--- src/rtl/shufflev_perm_gen.sv ---
// rtl/shufflev_perm_gen.sv - Fisher-Yates permutation builder fed by the shufflev RNG stream
// Rejection sampling keeps each draw uniform over [0,i] for any slot count.
module shufflev_perm_gen #(
    parameter int  NumSlots = 4,
    parameter int  RngWidth = 3,
    localparam int IdxW     = $clog2(NumSlots)
) (
    input  logic                     clk_i,
    input  logic                     rst_i,
    input  logic [RngWidth-1:0]      rng_number_i,
    input  logic                     rng_valid_i,
    input  logic                     shuffle_en_i,
    output logic [NumSlots*IdxW-1:0] perm_o,
    output logic                     perm_valid_o,
    input  logic                     perm_ready_i,
    output logic [7:0]               draw_cnt_o
);

    localparam logic [0:0]      StShuffle = 1'b0;
    localparam logic [0:0]      StDone    = 1'b1;
    localparam logic [IdxW-1:0] LastIdx   = IdxW'(NumSlots - 1);

    logic [0:0]      state_q;
    logic [IdxW-1:0] idx_q;
    logic [7:0]      draw_cnt_q;
    logic [IdxW-1:0] perm_q [NumSlots];
    logic [IdxW-1:0] mask;
    logic [IdxW-1:0] draw_j;
    logic            accept;
    logic            bypass;

    // Mask covers exactly $clog2(i+1) low bits: every bit up to the MSB of i.
    always_comb begin
        mask = '0;
        for (int k = 0; k < IdxW; k++) begin
            if ((idx_q >> k) != '0) begin
                mask[k] = 1'b1;
            end
        end
    end

    assign draw_j = rng_number_i[IdxW-1:0] & mask;
    assign accept = (draw_j <= idx_q);
    // Bypass is only honoured before the first draw of a permutation.
    assign bypass = !shuffle_en_i && (idx_q == LastIdx) && (draw_cnt_q == 8'd0);

    always_ff @(posedge clk_i) begin
        if (rst_i) begin
            state_q    <= StShuffle;
            idx_q      <= LastIdx;
            draw_cnt_q <= 8'd0;
            for (int k = 0; k < NumSlots; k++) begin
                perm_q[k] <= IdxW'(k);
            end
        end else begin
            case (state_q)
                StShuffle: begin
                    if (bypass) begin
                        draw_cnt_q <= 8'd0;
                        state_q    <= StDone;
                        for (int k = 0; k < NumSlots; k++) begin
                            perm_q[k] <= IdxW'(k);
                        end
                    end else if (rng_valid_i) begin
                        if (draw_cnt_q != 8'hFF) begin
                            draw_cnt_q <= draw_cnt_q + 8'd1;
                        end
                        if (accept) begin
                            perm_q[idx_q]  <= perm_q[draw_j];
                            perm_q[draw_j] <= perm_q[idx_q];
                            if (idx_q == IdxW'(1)) begin
                                state_q <= StDone;
                            end else begin
                                idx_q <= idx_q - IdxW'(1);
                            end
                        end
                    end
                end
                StDone: begin
                    if (perm_ready_i) begin
                        state_q    <= StShuffle;
                        idx_q      <= LastIdx;
                        draw_cnt_q <= 8'd0;
                        for (int k = 0; k < NumSlots; k++) begin
                            perm_q[k] <= IdxW'(k);
                        end
                    end
                end
                default: state_q <= StShuffle;
            endcase
        end
    end

    always_comb begin
        perm_o = '0;
        for (int k = 0; k < NumSlots; k++) begin
            perm_o[k*IdxW +: IdxW] = perm_q[k];
        end
    end

    assign perm_valid_o = (state_q == StDone);
    assign draw_cnt_o   = draw_cnt_q;

endmodule
--- config.mk ---
export PLATFORM = sky130hd
export DESIGN_NAME = shufflev_perm_gen
export DESIGN_NICKNAME = d
export VERILOG_FILES = /design/src/rtl/shufflev_perm_gen.sv
export SDC_FILE = /design/constraint.sdc
export NUM_CORES = 1
export LEC_CHECK = 0
export ABC_AREA = 1
export BUFFER_PORTS_ARGS = -buffer_cell sky130_fd_sc_hd__buf_2
export CAP_MARGIN = 25
export CORE_AREA = 4 4 65 67
export DETAILED_ROUTE_END_ITERATION = 10
export DIE_AREA = 0 0 69 71
export GPL_TIMING_DRIVEN = 0
export PLACE_DENSITY = 0.66
export REMOVE_ABC_BUFFERS = 1
export SYNTH_ARGS = -nofsm -noshare
export SYNTH_HDL_FRONTEND = slang
export SYNTH_SLANG_ARGS = --single-unit
--- constraint.sdc ---
create_clock -name clk_i -period 2 [get_ports clk_i]
set_input_delay 0.1 -clock clk_i [delete_from_list [all_inputs] [get_ports clk_i]]
set_output_delay 0.1 -clock clk_i [all_outputs]
set_load 0.005 [all_outputs]
# Word level (Yosys, flattened, before mapping)
# Memory sizes are Yosys's and may differ from the RTL's. A register that Yosys moved wholly into a read port is not among the register bits.
# Cells that the tools add are included.
[word_totals]
mem_count = 1
reg_bits = 11
mem_bits_rw = 8
out_inout_bits = 17
[classes]
eq_ne = 10
add_sub_neg = 2
mux = 51
bitwise = 10
n_reduce_logical = 9
n_lt_le_gt_ge = 1
[memory_table]
columns = ["memory", "words", "word_bits", "read_ports", "rd_clocked_by_memory_dff", "write_ports", "line", "text"]
rows = [
  ["perm_q", 4, 2, 6, 1, 4, "26", "logic [IdxW-1:0] perm_q [NumSlots];"],
]
[op_table]
columns = ["op", "count"]
rows = [
  ["2-to-1 mux 2 bit", 19],
  ["2-to-1 mux 8 bit", 4],
  ["2-to-1 mux 1 bit", 25],
  ["one-hot mux 8 bit (2 select lines)", 1],
  ["inequality test 2 bit, second input constant", 5],
  ["adder 8 x 1 -> 8 bit, second input constant", 1],
  ["zero test 8 bit", 1],
  ["inequality test 8 bit, second input constant", 1],
  ["OR 1 bit", 8],
  ["inequality test 3 bit, second input constant", 2],
  ["AND reduction 5 bit", 1],
  ["one-hot mux 2 bit (2 select lines)", 1],
  ["OR reduction 2 bit", 2],
  ["AND reduction 3 bit", 1],
  ["bitwise AND 2 bit", 1],
  ["equality test 2 x 1 -> 1 bit, second input constant", 1],
  ["equality test 2 bit, second input constant", 1],
  ["less-or-equal comparator 2 bit", 1],
  ["logical AND 1 bit", 2],
  ["one-hot mux 1 bit (2 select lines)", 1],
  ["nonzero test 2 bit", 1],
  ["subtractor 2 x 1 -> 2 bit, second input constant", 1],
  ["zero test 1 bit", 1],
  ["inverter 1 bit", 1],
]

# Longest topological paths before layout
# Gate-level depths: netlist of run 1.
[depth]
ltp_word = 12
mapped_depth = 14

# Least setup slack after synthesis of run 1
# Ideal clock, no wire load.
[synth_timing]
path_kind = "flip-flop to flip-flop"
startpoint = "reg idx_q[1]"
endpoint = "mem perm_q[1][0] in the netlist's numbering, enable pin"
t_arrival_ns = 1.829
synth_period_minus_slack_ns = 2.130
path_buffers = 0
path_stages_with_launch = 14
slack_ns = -0.130
path_cell_list = "dfxtp_1 -> inv_1 -> ha_1 -> inv_1 -> nand2_2 -> ha_1 -> nor2_1 -> nand2_1 -> nand2_2 -> inv_2 -> nand3_4 -> nor2_2 -> inv_1 -> nand3_1"
[synth_lines]
columns = ["item", "line", "text"]
rows = [
  ["start: declaration", "24", "logic [IdxW-1:0] idx_q;"],
  ["start signal: assignment", "50", "idx_q <= LastIdx;"],
  ["start signal: assignment", "74", "idx_q <= idx_q - IdxW'(1);"],
  ["start signal: assignment", "82", "idx_q <= LastIdx;"],
  ["end: declaration", "26", ""],
]

==> results of run 1 <==
critical path, stage by stage, from the launching register on:
cell and delay [ns]:
sky130_fd_sc_hd__dfxtp_4 0.36, sky130_fd_sc_hd__inv_4 0.04, sky130_fd_sc_hd__ha_4 0.15, sky130_fd_sc_hd__inv_2 0.06
sky130_fd_sc_hd__nand2_4 0.05, sky130_fd_sc_hd__ha_4 0.25, sky130_fd_sc_hd__nor2_1 0.03, sky130_fd_sc_hd__nand2_1 0.08
sky130_fd_sc_hd__nand2_2 0.09, sky130_fd_sc_hd__inv_2 0.08, sky130_fd_sc_hd__nand3_4 0.13, sky130_fd_sc_hd__nor2_4 0.16
sky130_fd_sc_hd__nor2_1 0.05, sky130_fd_sc_hd__nand2_1 0.09
stage by stage:
| stage | setup slack, ns | hold slack, ns |
|---|---|---|
| 2_1_floorplan | -0.130 | 0.169 |
| 3_3_place_gp | -0.402 | 0.359 |
| 3_5_place_dp | -0.398 | 0.361 |
| 4_1_cts | 0.0131 | 0.0771 |
| 5_1_grt | -0.0156 | 0.0858 |
| 6_report | 0.102 | 0.0850 |
metal layers:
metal	vias to the layer above	track usage [%]	wire (um)
met5	-	0	0
met4	0	6.29	68
met3	7	2.13	107
met2	21	26.0	1790
met1	696	18.6	1650
li1	818	-	-
area by class of cell:
| type | count | area [um^2] | area share, % |
|---|---|---|---|
| inverter | 39 | 154 | 7.90 |
| timing repair buffer | 33 | 190 | 9.77 |
| sequential | 21 | 508 | 26.1 |
| clock buffer | 4 | 45.0 | 2.31 |
| tap | 48 | 60.1 | 3.08 |
| multi-input combinational | 175 | 990 | 50.8 |
layout by cell type, fill, tap and decap left out, drive strengths merged:
cell	n
nor3	1
nor2	38
clkinv	1
ha	6
a32oi	1
inv	38
o211ai	1
nand3	25
buf	33
nand2	76
clkbuf	4
or2	1
edfxtp	8
nand4	4
xor2	2
dfxtp	13
a21oi	9
a22oi	1
o21ai	10
sequential cells by signal, summed over array words and instances, names as in the netlist, named ones only:
register      flops
draw_cnt_o        8
idx_q             2
perm_q            8
perm_valid_o      1
cell families after synthesis:
group | share of synthesized area (%)
AO/OA/AOI/OAI | 7.70
flip-flops | 31.4
adder cells (fa/ha/maj) | 4.71
XOR/XNOR | 1.10
AND/OR/NAND/NOR | 45.0
buffers and inverters | 10.1
report_power, final:
part / total, uW / internal (uW) / switching [uW]
Combinational: 1160 / 452 / 710
Sequential: 704 / 580 / 124
Clock: 278 / 142 / 136
repair_timing:
action | 4_1_cts | 5_1_grt
cloned | 0 | 0
setup endpoints to repair | 20 | 14
pin swaps | 4 | 11
gates resized for setup | 13 | 6
buffers inserted | 4 | 6
worst max path at each step:
stage | from | to | slack (ns) | cells after the start
CTS | idx_q[1] | perm_q[1][0] | 0.01 | 13
floorplan | idx_q[1] | perm_q[1][0] | -0.13 | 13
detailed placement | idx_q[1] | perm_q[1][0] | -0.40 | 13
global placement | idx_q[1] | perm_q[1][0] | -0.40 | 13
finish | idx_q[1] | perm_q[2][1] | 0.10 | 13
global route | idx_q[1] | perm_q[2][1] | -0.02 | 13
==> results summary, run 1 <==
The number of failing hold endpoints at the final stage came out at 0. The iteration-0 DRC count of the detailed router came out at between 70 and 80. The number of placement rows is 22. The first global-routing pass estimated 6.11 mm of wire.

The worst setup path is of the flip-flop to flip-flop kind. The number of iterations in the first detailed-routing pass came out at 4. After layout, the worst path uses 94.9% of the clock period. The analysis attributes to cell leakage a power of slightly above 0.0009 uW.

The buffer cell driving the clock tree root is sky130_fd_sc_hd__clkbuf_8. The number of cells on the worst reg-to-reg path came out at 13. The number of max-slew violations in the final report is 0.

The number of antenna violations at the first check in global routing is 0. The cell area power density came out at 1100 nW/um^2. For the final database, setup skew stands at 0.00545 ns. The final layout contains routed wiring with a total length of around 3.6 mm. The final route contains ~1.5k vias. Measured on the finished design, the core utilization comes to 53.6%. The number of sinks driven by the clock tree is 21. The count of filler cells inserted in the layout is 382. The post-route standard cell area excluding fillers is 1950 um^2. The clock-pin slew on the worst setup and hold paths is 0.08 ns. The number of buffers added by the clock tree synthesis step is 3. The netlist area before placement is 1590 um^2. The core region area came out at 3630 um^2. The die covers ~5000 um^2.

The setup violation total in the final timing report came out at 0. The detail-routed via count per cell is 4.82. The highest fanout seen on the critical path came out at 5.

Yosys mapped a number of flops with a built-in enable equal to 8. Among all flip-flop cells after synthesis, the most frequent one is sky130_fd_sc_hd__dfxtp_1. The clock latency reported for the late side of the worst-skew pair came out at between 0.2 and 0.3 ns. Max-cap violations in this run came to 0. After synthesis, the mean cell area works out to 6.75 um^2.

The relative max-transition margin came out at 74.1%. By area the synthesized netlist is led by sky130_fd_sc_hd__dfxtp_1 (16%), sky130_fd_sc_hd__nand2_1 (16%), sky130_fd_sc_hd__edfxtp_1 (15%), sky130_fd_sc_hd__inv_1 (8.0%), sky130_fd_sc_hd__nand3_1 (6.3%). The worst hold path was traced through 2 stages.

The measured slew at the worst slew-check pin is roughly 0.4 ns. STA classifies the critical path endpoint as a flip-flop. From synthesis to final layout, the design area changed by 22.2%. The final critical-path required period came out at 1.90 ns.

The initial core utilization came out at 43.8%. The number of different library cells used by synthesis comes to 28. By count the netlist is led by sky130_fd_sc_hd__nand2_1 (67), sky130_fd_sc_hd__inv_1 (34), sky130_fd_sc_hd__nor2_1 (26). The overall power consumption came out at 2140 uW. By instance count, the leading cell after synthesis is sky130_fd_sc_hd__nand2_1. The synthesized flop and latch total is 21. The final-layout setup total negative slack came out at 0 ns. The path with the worst hold slack has its endpoint at draw_cnt_o[5]. The placed wire-length estimate is 2.81 mm.

The worst register-to-register path begins at idx_q[1]. The worst hold path begins at rst_i. The all-layer global routing usage is 15.0%.

The residual antenna-violating net count after detailed routing came out at 0. The critical path data required time is 1.97 ns. The remaining global-route overflow came out at 0. The global placement routability congestion is slightly below 0.9. During placement, the flow inserted port buffers numbering 23. The maximum root-to-sink buffer count is 2. The signal arrival time at the worst endpoint came out at 1.87 ns. Summing the sequential cell areas from Yosys gives 31.4% of the chip area.

The number of global-route vias before repair is between 1k and 1.5k. The share of synthesized flip-flops with an asynchronous set or reset came out at 0%. The final layout net count is ~290. The post-route netlist has 28.3% of its cells at a drive strength greater than 1. Synthesis produced 236 cells. The portion of synthesized cell area occupied by the leading cell type came out at 16.3%.

The die is 71 um tall. The launching element type of the critical path is a flip-flop. The per-cell routed wire length is between 10 and 15 um.

Hold repair after CTS inserted 0 buffers. The remaining routing DRC violations came out at 0. TritonCTS built the clock tree. The worst register-to-register path has a setup slack of 0.10 ns. The maximum number of pins on one net before global-route repair is 12. The total placed instance area came out at 1760 um^2. The reg-to-reg critical path endpoint is perm_q[2][1]. The die is 69 um wide.

The number of H-tree levels is 1. The filler-free cell count of the finished design is 320. The maximum achievable frequency came out at 0.527 GHz.

0 antenna diodes ended up in the layout. Across the VDD grid, the largest voltage drop is 619 uV. The flow ran to the end, and the final reports show no timing, DRC or antenna violations. The number of I/O pins is 25. The cell count after placement came out at 306. The largest total area in the synthesized netlist belongs to sky130_fd_sc_hd__dfxtp_1. The count of synthesis-stage warnings from yosys is 0. The min-delay analysis places its worst path in the category input pin to flip-flop.
No activity file was read; power rests on OpenSTA's default activity.
==> run 2, diff against run 1 <==
--- a/config.mk
+++ b/config.mk
@@ -14,6 +14,7 @@
 export GPL_TIMING_DRIVEN = 0
 export PLACE_DENSITY = 0.66
 export REMOVE_ABC_BUFFERS = 1
+export SETUP_SLACK_MARGIN = 0.4
 export SYNTH_ARGS = -nofsm -noshare
 export SYNTH_HDL_FRONTEND = slang
 export SYNTH_SLANG_ARGS = --single-unit
==> results summary, run 2 (synthesis results as in run 1) <==
CTS placed an instance of sky130_fd_sc_hd__clkbuf_8 at the clock tree root. The residual antenna-violating net count after detailed routing was 0 (unchanged). The final critical-path required period came out at 1.95 ns (+0.0558 ns). The clock latency reported for the late side of the worst-skew pair is 0.26 ns (about the same). The worst setup path is launched from a flip-flop. TritonCTS built the clock tree. The share of the clock period used by the worst path came out at 97.7% (+2.8 points). The final layout net count came out at 286 (-0.35%). The proportion of layout cells with a drive suffix above 1 came out at 33.9% (+5.6 points). The remaining routing DRC violations is 0 (unchanged). Setup repair after global routing could not meet its margin everywhere. The maximum number of pins on one net before global-route repair is 12 (unchanged). The core region area came out at 3630 um^2 (unchanged). The footprint of the multi-input gates is 1050 um^2 (+6.2%). The reported net switching power came out at 1030 uW (+5.8%). The stage delay of the slowest cell on the critical path came out at 0.37 ns (about the same). The switching part of the total is 46.5% (+1.2 points). The tightest min-delay check is of the input pin to flip-flop type. Leaving out fill and tap cells, the most frequent cell in the layout is sky130_fd_sc_hd__nand2_1. The cell family contributing the most delay on the critical path is simple AND/OR/NAND/NOR gates. The antenna diode count came out at 0 (unchanged). The number of sinks driven by the clock tree came out at 21 (unchanged). The largest clock skew in the final design came out at 0.00304 ns (-0.00241 ns). The overall power consumption is 2210 uW (+3.0%).

The highest ir drop seen on vdd is 582 uV (-5.9%). The run finished with clean final reports. The final-layout setup total negative slack was 0 ns (unchanged).

The combinational share of power is 55.3% (+1.1 points). The sequential cell area is 512 um^2 (+0.74%). The clock-pin slew on the worst setup and hold paths is 0.07 ns (about the same). The number of global-route vias before repair was 1457 (+2.8%).

The leakage dissipation came out at 0.000947 uW (+1.4%). The critical path goes through inv_4 > ha_4 > inv_2 > nand2_4 > ha_4 > nor2_1 > nand2_1 > nand2_2 > inv_2 > nand3_4 > nor2_4 > buf_4 > nand2_2 > o21ai_1. The number of H-tree levels came to 1 (unchanged).

The count of filler cells inserted in the layout came out at 371 (-2.9%). The number of I/O pins was 25 (unchanged). The relative max-transition margin is 73.6% (-0.46 points). The number of iterations in the first detailed-routing pass is 4 (unchanged).

The number of placement rows came out at 22 (unchanged). The wire length after detailed routing came out at 3.76 mm (+4.1%). The maximum root-to-sink buffer count came out at 2 (unchanged). The detail-routed via count per cell came out at 4.83 (+0.25%).

The global placement routability congestion came out at 0.874 (unchanged). The critical path in this run is classified as flip-flop to flip-flop. The core occupancy in the finished layout was 55.4% (+1.8 points). The post-route standard cell area excluding fillers came out at 2010 um^2 (+3.3%). The floorplan die height is 71 um (unchanged).

The highest fanout seen on the critical path is 5 (unchanged). The number of antenna violations at the first check in global routing is 0 (unchanged). The total via count in the routed design was 1541 (-0.065%). The sort of element at the end of the critical path is a flip-flop. The die boundary width was 69 um (unchanged). The per-cell routed wire length was 11.8 um (+4.4%). The sequential group share of total power came out at 32.2% (-0.6 points). The cell area power density is 1100 nW/um^2 (-0.33%). The part of the power in the clock network is 12.5% (-0.4 points). The number of buffer and inverter stages on the critical path came out at 4 (+1). The setup violation total in the final timing report is 0 (unchanged). The count of maximum capacitance violations is 0 (unchanged). The placed wire-length estimate is 2.81 mm (unchanged). The number of buffers added by the clock tree synthesis step is 3 (unchanged). The die footprint is 4900 um^2 (unchanged). The critical path data required time came out at 2.01 ns (+0.04 ns). The all-layer global routing usage is 15.6% (+0.59 points). The top cell types in the final layout, fill and taps aside, are sky130_fd_sc_hd__nand2_1 (63), sky130_fd_sc_hd__inv_1 (30), sky130_fd_sc_hd__nor2_1 (25).

The signal arrival time at the worst endpoint is 1.97 ns (+0.10 ns). The internal power summed over all cells was 1180 uW (+0.69%). The number of failing hold endpoints at the final stage came out at 0 (unchanged). The total placed instance area is 1760 um^2 (unchanged).

The global-route wire length before repair is 6.33 mm (+3.5%). The iteration-0 DRC count of the detailed router came to 66 (-14%). The remaining global-route overflow came out at 0 (unchanged). The number of max-slew violations in the final report came to 0 (unchanged). The maximum achievable frequency is 0.512 GHz (-2.9%). The initial core utilization is 43.8% (unchanged). The measured slew at the worst slew-check pin is 0.392 ns (+0.00271 ns). For this design, the slowest cell found on the critical path is sky130_fd_sc_hd__dfxtp_4.

The area growth from synthesis to layout is 26.3%. The number of I/O port buffers is 23 (unchanged).
run 2: cell types whose count changed in the layout (fill, tap and decap cells not counted), sizes merged:
cell	previous run	this run
clkinv	1	0
inv	38	39
buf	33	32
run 2: timing repair:
item,4_1_cts,5_1_grt
setup buffers,8,1
pin swaps,15,16
gates resized for setup,27,15
hold buffers,0,0
endpoints found under the setup margin,22,29
run 2: worst paths after layout:
| kind | slack [ns] | depth (start not counted) | from | end |
|---|---|---|---|---|
| max | 0.05 | 14 | idx_q[0] | perm_q[1][1] |
| min | 0.09 | 2 | rst_i | perm_valid_o |
| max reg2reg | 0.05 | 14 | idx_q[0] | perm_q[1][1] |
| min reg2reg | 0.51 | 2 | draw_cnt_o[6] | draw_cnt_o[6] |
run 2: power groups by stage:
stage	Sequential [uW]	Combinational (uW)	Clock (uW)
after floorplan	698	730	0
after global placement	723	981	0
after detailed placement	719	988	0
after CTS	707	1150	291
after global routing	732	1360	313
final	712	1220	275
run 2: area by class of cell:
type                    instances  area share [%]
multi-input cells             175            52.2
inverters                      39            7.65
clock buffers                   4            2.24
repair buffers                 32            9.45
flip-flops and latches         21            25.4
well taps                      48            2.99
run 2: metal layers:
metal	GRT usage [%]	vias to the layer above	share of wire, %
met5	0	-	0
met2	28.4	25	51
met4	6.29	0	1.9
met1	18.4	693	44
li1	-	816	-
met3	2.13	7	3.1
run 2: through the flow:
stage / setup slack [ns] / hold slack [ns] / instances
floorplan: -0.130 / 0.169 / 235
global placement: -0.402 / 0.359 / 306
detailed placement: -0.398 / 0.361 / 306
CTS: 0.0778 / 0.0771 / 318
global route: -0.0371 / 0.0958 / 319
finish: 0.0465 / 0.0883 / 319
==> run 3, diff against run 2 <==
--- a/config.mk
+++ b/config.mk
@@ -8,11 +8,10 @@
 export ABC_AREA = 1
 export BUFFER_PORTS_ARGS = -buffer_cell sky130_fd_sc_hd__buf_2
 export CAP_MARGIN = 25
-export CORE_AREA = 4 4 65 67
+export CORE_AREA = 4 4 78 80
 export DETAILED_ROUTE_END_ITERATION = 10
-export DIE_AREA = 0 0 69 71
-export GPL_TIMING_DRIVEN = 0
-export PLACE_DENSITY = 0.66
+export DIE_AREA = 0 0 82 84
+export GPL_TIMING_DRIVEN = 1
 export REMOVE_ABC_BUFFERS = 1
 export SETUP_SLACK_MARGIN = 0.4
 export SYNTH_ARGS = -nofsm -noshare
==> results summary, run 3 (synthesis results as in run 1) <==
The run finished with clean final reports. The met3 capacity usage during global routing came out at 2.38% (+0.25 points). The cell area power density came to 1110 nW/um^2 (+0.70%).

The maximum root-to-sink buffer count is 2 (unchanged). The count of filler cells inserted in the layout came to 583 (+57%). The number of sinks driven by the clock tree came out at 21 (unchanged). The least setup slack across all paths after layout was 0.131 ns (+0.0845 ns).

The die boundary width is 82 um (+19%). The stage delay of the slowest cell on the critical path came to 0.34 ns (-0.03 ns). Setup repair after global routing could not meet its margin everywhere. The post-route standard cell area excluding fillers is 2080 um^2 (+3.2%).

The measured slew at the worst slew-check pin is 0.394 ns (+0.00244 ns). The maximum number of pins on one net before global-route repair is 13 (+1). In the layout the commonest cells are sky130_fd_sc_hd__nand2_1 (59), sky130_fd_sc_hd__inv_1 (30), sky130_fd_sc_hd__buf_2 (23).

In this run the critical register-to-register path is launched from idx_q[1]. The critical path data required time came out at 1.99 ns (-0.02 ns). The number of I/O pins came out at 25 (unchanged). The number of iterations in the first detailed-routing pass is 4 (unchanged).

The worst hold slack was 0.0821 ns (-0.00627 ns). The initial core utilization was 29.5% (-14 points). The highest fanout seen on the critical path is 5 (unchanged). The number of global-route vias before repair was 1608 (+10%). The final critical-path required period came to 1.87 ns (-0.0845 ns). The detail-routed via count per cell is 4.60 (-4.8%). The reported net switching power is 1060 uW (+3.8%). The number of cells on the worst reg-to-reg path came out at 13 (-1). The critical path goes through inv_2 > ha_4 > inv_2 > nand2_2 > ha_4 > nor2_2 > nand2_1 > nand2_2 > inv_2 > nand3_4 > nor2_4 > nor2_1 > nand2_1.

The most critical setup path has its endpoint at perm_q[0][0]. The class of the most critical setup path is flip-flop to flip-flop. The relative max-transition margin was 73.7% (+0.11 points).

The commonest non-fill, non-tap cell in the layout is sky130_fd_sc_hd__nand2_1. The number of buffers added by the clock tree synthesis step came out at 3 (unchanged). The clock latency reported for the late side of the worst-skew pair came out at 0.27 ns (about the same).

The highest ir drop seen on vdd is 575 uV (-1.2%). The number of placement rows is 27 (+23%). The all-layer global routing usage came out at 12.6% (-3.0 points). TritonCTS built the clock tree.

The layer flagged by global routing as most heavily used is met2. The total via count in the routed design is 1615 (+4.8%). The residual antenna-violating net count after detailed routing was 0 (unchanged). The number of I/O port buffers came out at 23 (unchanged). The remaining routing DRC violations came to 0 (unchanged). The remaining global-route overflow came out at 0 (unchanged). The total placed instance area came to 1830 um^2 (+4.3%). The antenna diode count is 0 (unchanged). The signed area change from the synthesized netlist to the final layout is 30.3%.

On the critical path, the stage with the largest delay is an instance of sky130_fd_sc_hd__dfxtp_2. The final layout net count is 294 (+2.8%). The part of the power in the clock network came out at 12.8% (+0.3 points). The count of maximum capacitance violations was 0 (unchanged). The wire length after detailed routing came out at 4.15 mm (+10%). The largest clock skew in the final design is 0.00286 ns (-0.000175 ns).

The combinational share of power came to 57.2% (+1.9 points). The per-cell routed wire length is 11.8 um (+0.35%). The cell sitting at the root of the clock tree is a sky130_fd_sc_hd__clkbuf_8. The final-layout setup total negative slack is 0 ns (unchanged).

The setup slack of the most critical reg-to-reg path came out at 0.13 ns (+0.08 ns). The number of failing hold endpoints at the final stage came out at 0 (unchanged). The core region area is 5410 um^2 (+49%). The switching part of the total came out at 46.4% (-0.057 points). The internal power summed over all cells came to 1230 uW (+4.0%). STA classifies the critical path endpoint as a flip-flop. The maximum achievable frequency is 0.535 GHz (+4.5%). The launch point of the critical path is idx_q[1]. The number of antenna violations at the first check in global routing is 0 (unchanged).

The global-route track usage on met2 is 21.6% (-6.8 points). The leakage dissipation came out at 0.000985 uW (+4.0%). The overall power consumption is 2290 uW (+3.9%).

The proportion of layout cells with a drive suffix above 1 came to 35.8% (+1.9 points). The fraction of met1 tracks used by global routing is 15.8% (-2.5 points). The global placement routability congestion is 0.896 (+2.6%).

The sequential group share of total power is 30.0% (-2.2 points). The worst setup path is launched from a flip-flop. The setup violation total in the final timing report came out at 0 (unchanged).

The signal arrival time at the worst endpoint came out at 1.86 ns (-0.11 ns). The floorplan die height came out at 84 um (+18%). The die footprint is 6890 um^2 (+41%).

The number of max-slew violations in the final report came to 0 (unchanged). The global-route wire length before repair was 7.02 mm (+11%). The iteration-0 DRC count of the detailed router is 49 (-26%). The post-placement worst setup slack came to 0.0616 ns (+0.460 ns).

The reg-to-reg critical path endpoint is perm_q[0][0]. The most numerous cell type found on the critical path is sky130_fd_sc_hd__inv_2. The number of H-tree levels came to 1 (unchanged).

The share of the clock period used by the worst path came out at 93.5% (-4.2 points). The worst hold-check path type is input pin to flip-flop. The clock-pin slew on the worst setup and hold paths is 0.08 ns (about the same). The placed wire-length estimate came out at 3.09 mm (+10%).
[run 3: cell types whose count changed in the layout (fill, tap and decap cells not counted), moves of 2 or more]
cell | previous run | this run
sky130_fd_sc_hd__nand2_1 | 63 | 59
sky130_fd_sc_hd__dfxtp_4 | 2 | 0
sky130_fd_sc_hd__buf_4 | 7 | 15
sky130_fd_sc_hd__nand3_2 | 9 | 7
sky130_fd_sc_hd__nand3_1 | 15 | 17
sky130_fd_sc_hd__inv_4 | 3 | 1
sky130_fd_sc_hd__nor2_1 | 25 | 22
sky130_fd_sc_hd__dfxtp_1 | 8 | 11
sky130_fd_sc_hd__nand2_2 | 8 | 13
sky130_fd_sc_hd__nor2_2 | 4 | 7
[run 3: final cells by class]
class	instances	area (um^2)	area share, %
clock inverter	1	5.00	0.241
sequential	21	503	24.2
multi-input combinational	175	1040	50.0
inverter	39	149	7.17
timing repair buffer	40	250	12.1
tap	72	90.1	4.34
clock buffer	3	41.3	1.99
[run 3: power by group through the flow]
stage	Sequential, uW	Clock, uW	Combinational [uW]
4_1_cts	687	301	1190
3_3_place_gp	690	0	1080
5_1_grt	703	327	1470
2_1_floorplan	698	0	730
6_report	689	293	1310
3_5_place_dp	693	0	1080
[run 3: worst min path at each step]
stage | startpoint | depth (start not counted) | slack (ns) | to
detailed placement | rst_i | 2 | 0.37 | draw_cnt_o[4]
floorplan | rst_i | 1 | 0.17 | draw_cnt_o[4]
global route | rst_i | 2 | 0.08 | draw_cnt_o[4]
global placement | rst_i | 2 | 0.37 | draw_cnt_o[6]
CTS | rst_i | 2 | 0.08 | draw_cnt_o[4]
finish | rst_i | 2 | 0.08 | draw_cnt_o[4]
[run 3: timing repair]
item	4_1_cts	5_1_grt
pin swaps	11	14
setup buffers	5	6
setup endpoints to repair	20	29
hold buffers	0	0
gates resized for setup	19	17
[run 3: routing by layer]
layer,vias to the layer above,part of all wire (%)
li1,834,-
met5,-,0
met1,728,45
met4,0,2.2
met3,10,4.2
met2,43,48
[run 3: metrics by stage]
stage | instances | util, %
2_1_floorplan | 235 | -
3_3_place_gp | 336 | 33.9
3_5_place_dp | 336 | 33.9
4_1_cts | 345 | 36.7
5_1_grt | 351 | 38.4
6_report | 351 | 38.4
[run 3: worst max-delay path: cells and delay by family (launching register included)]
family,cells,cell delay (ns)
adders and majority gates,2,0.41
buffers and inverters,3,0.17
DFF,1,0.34
and+or+nand+nor,8,0.66
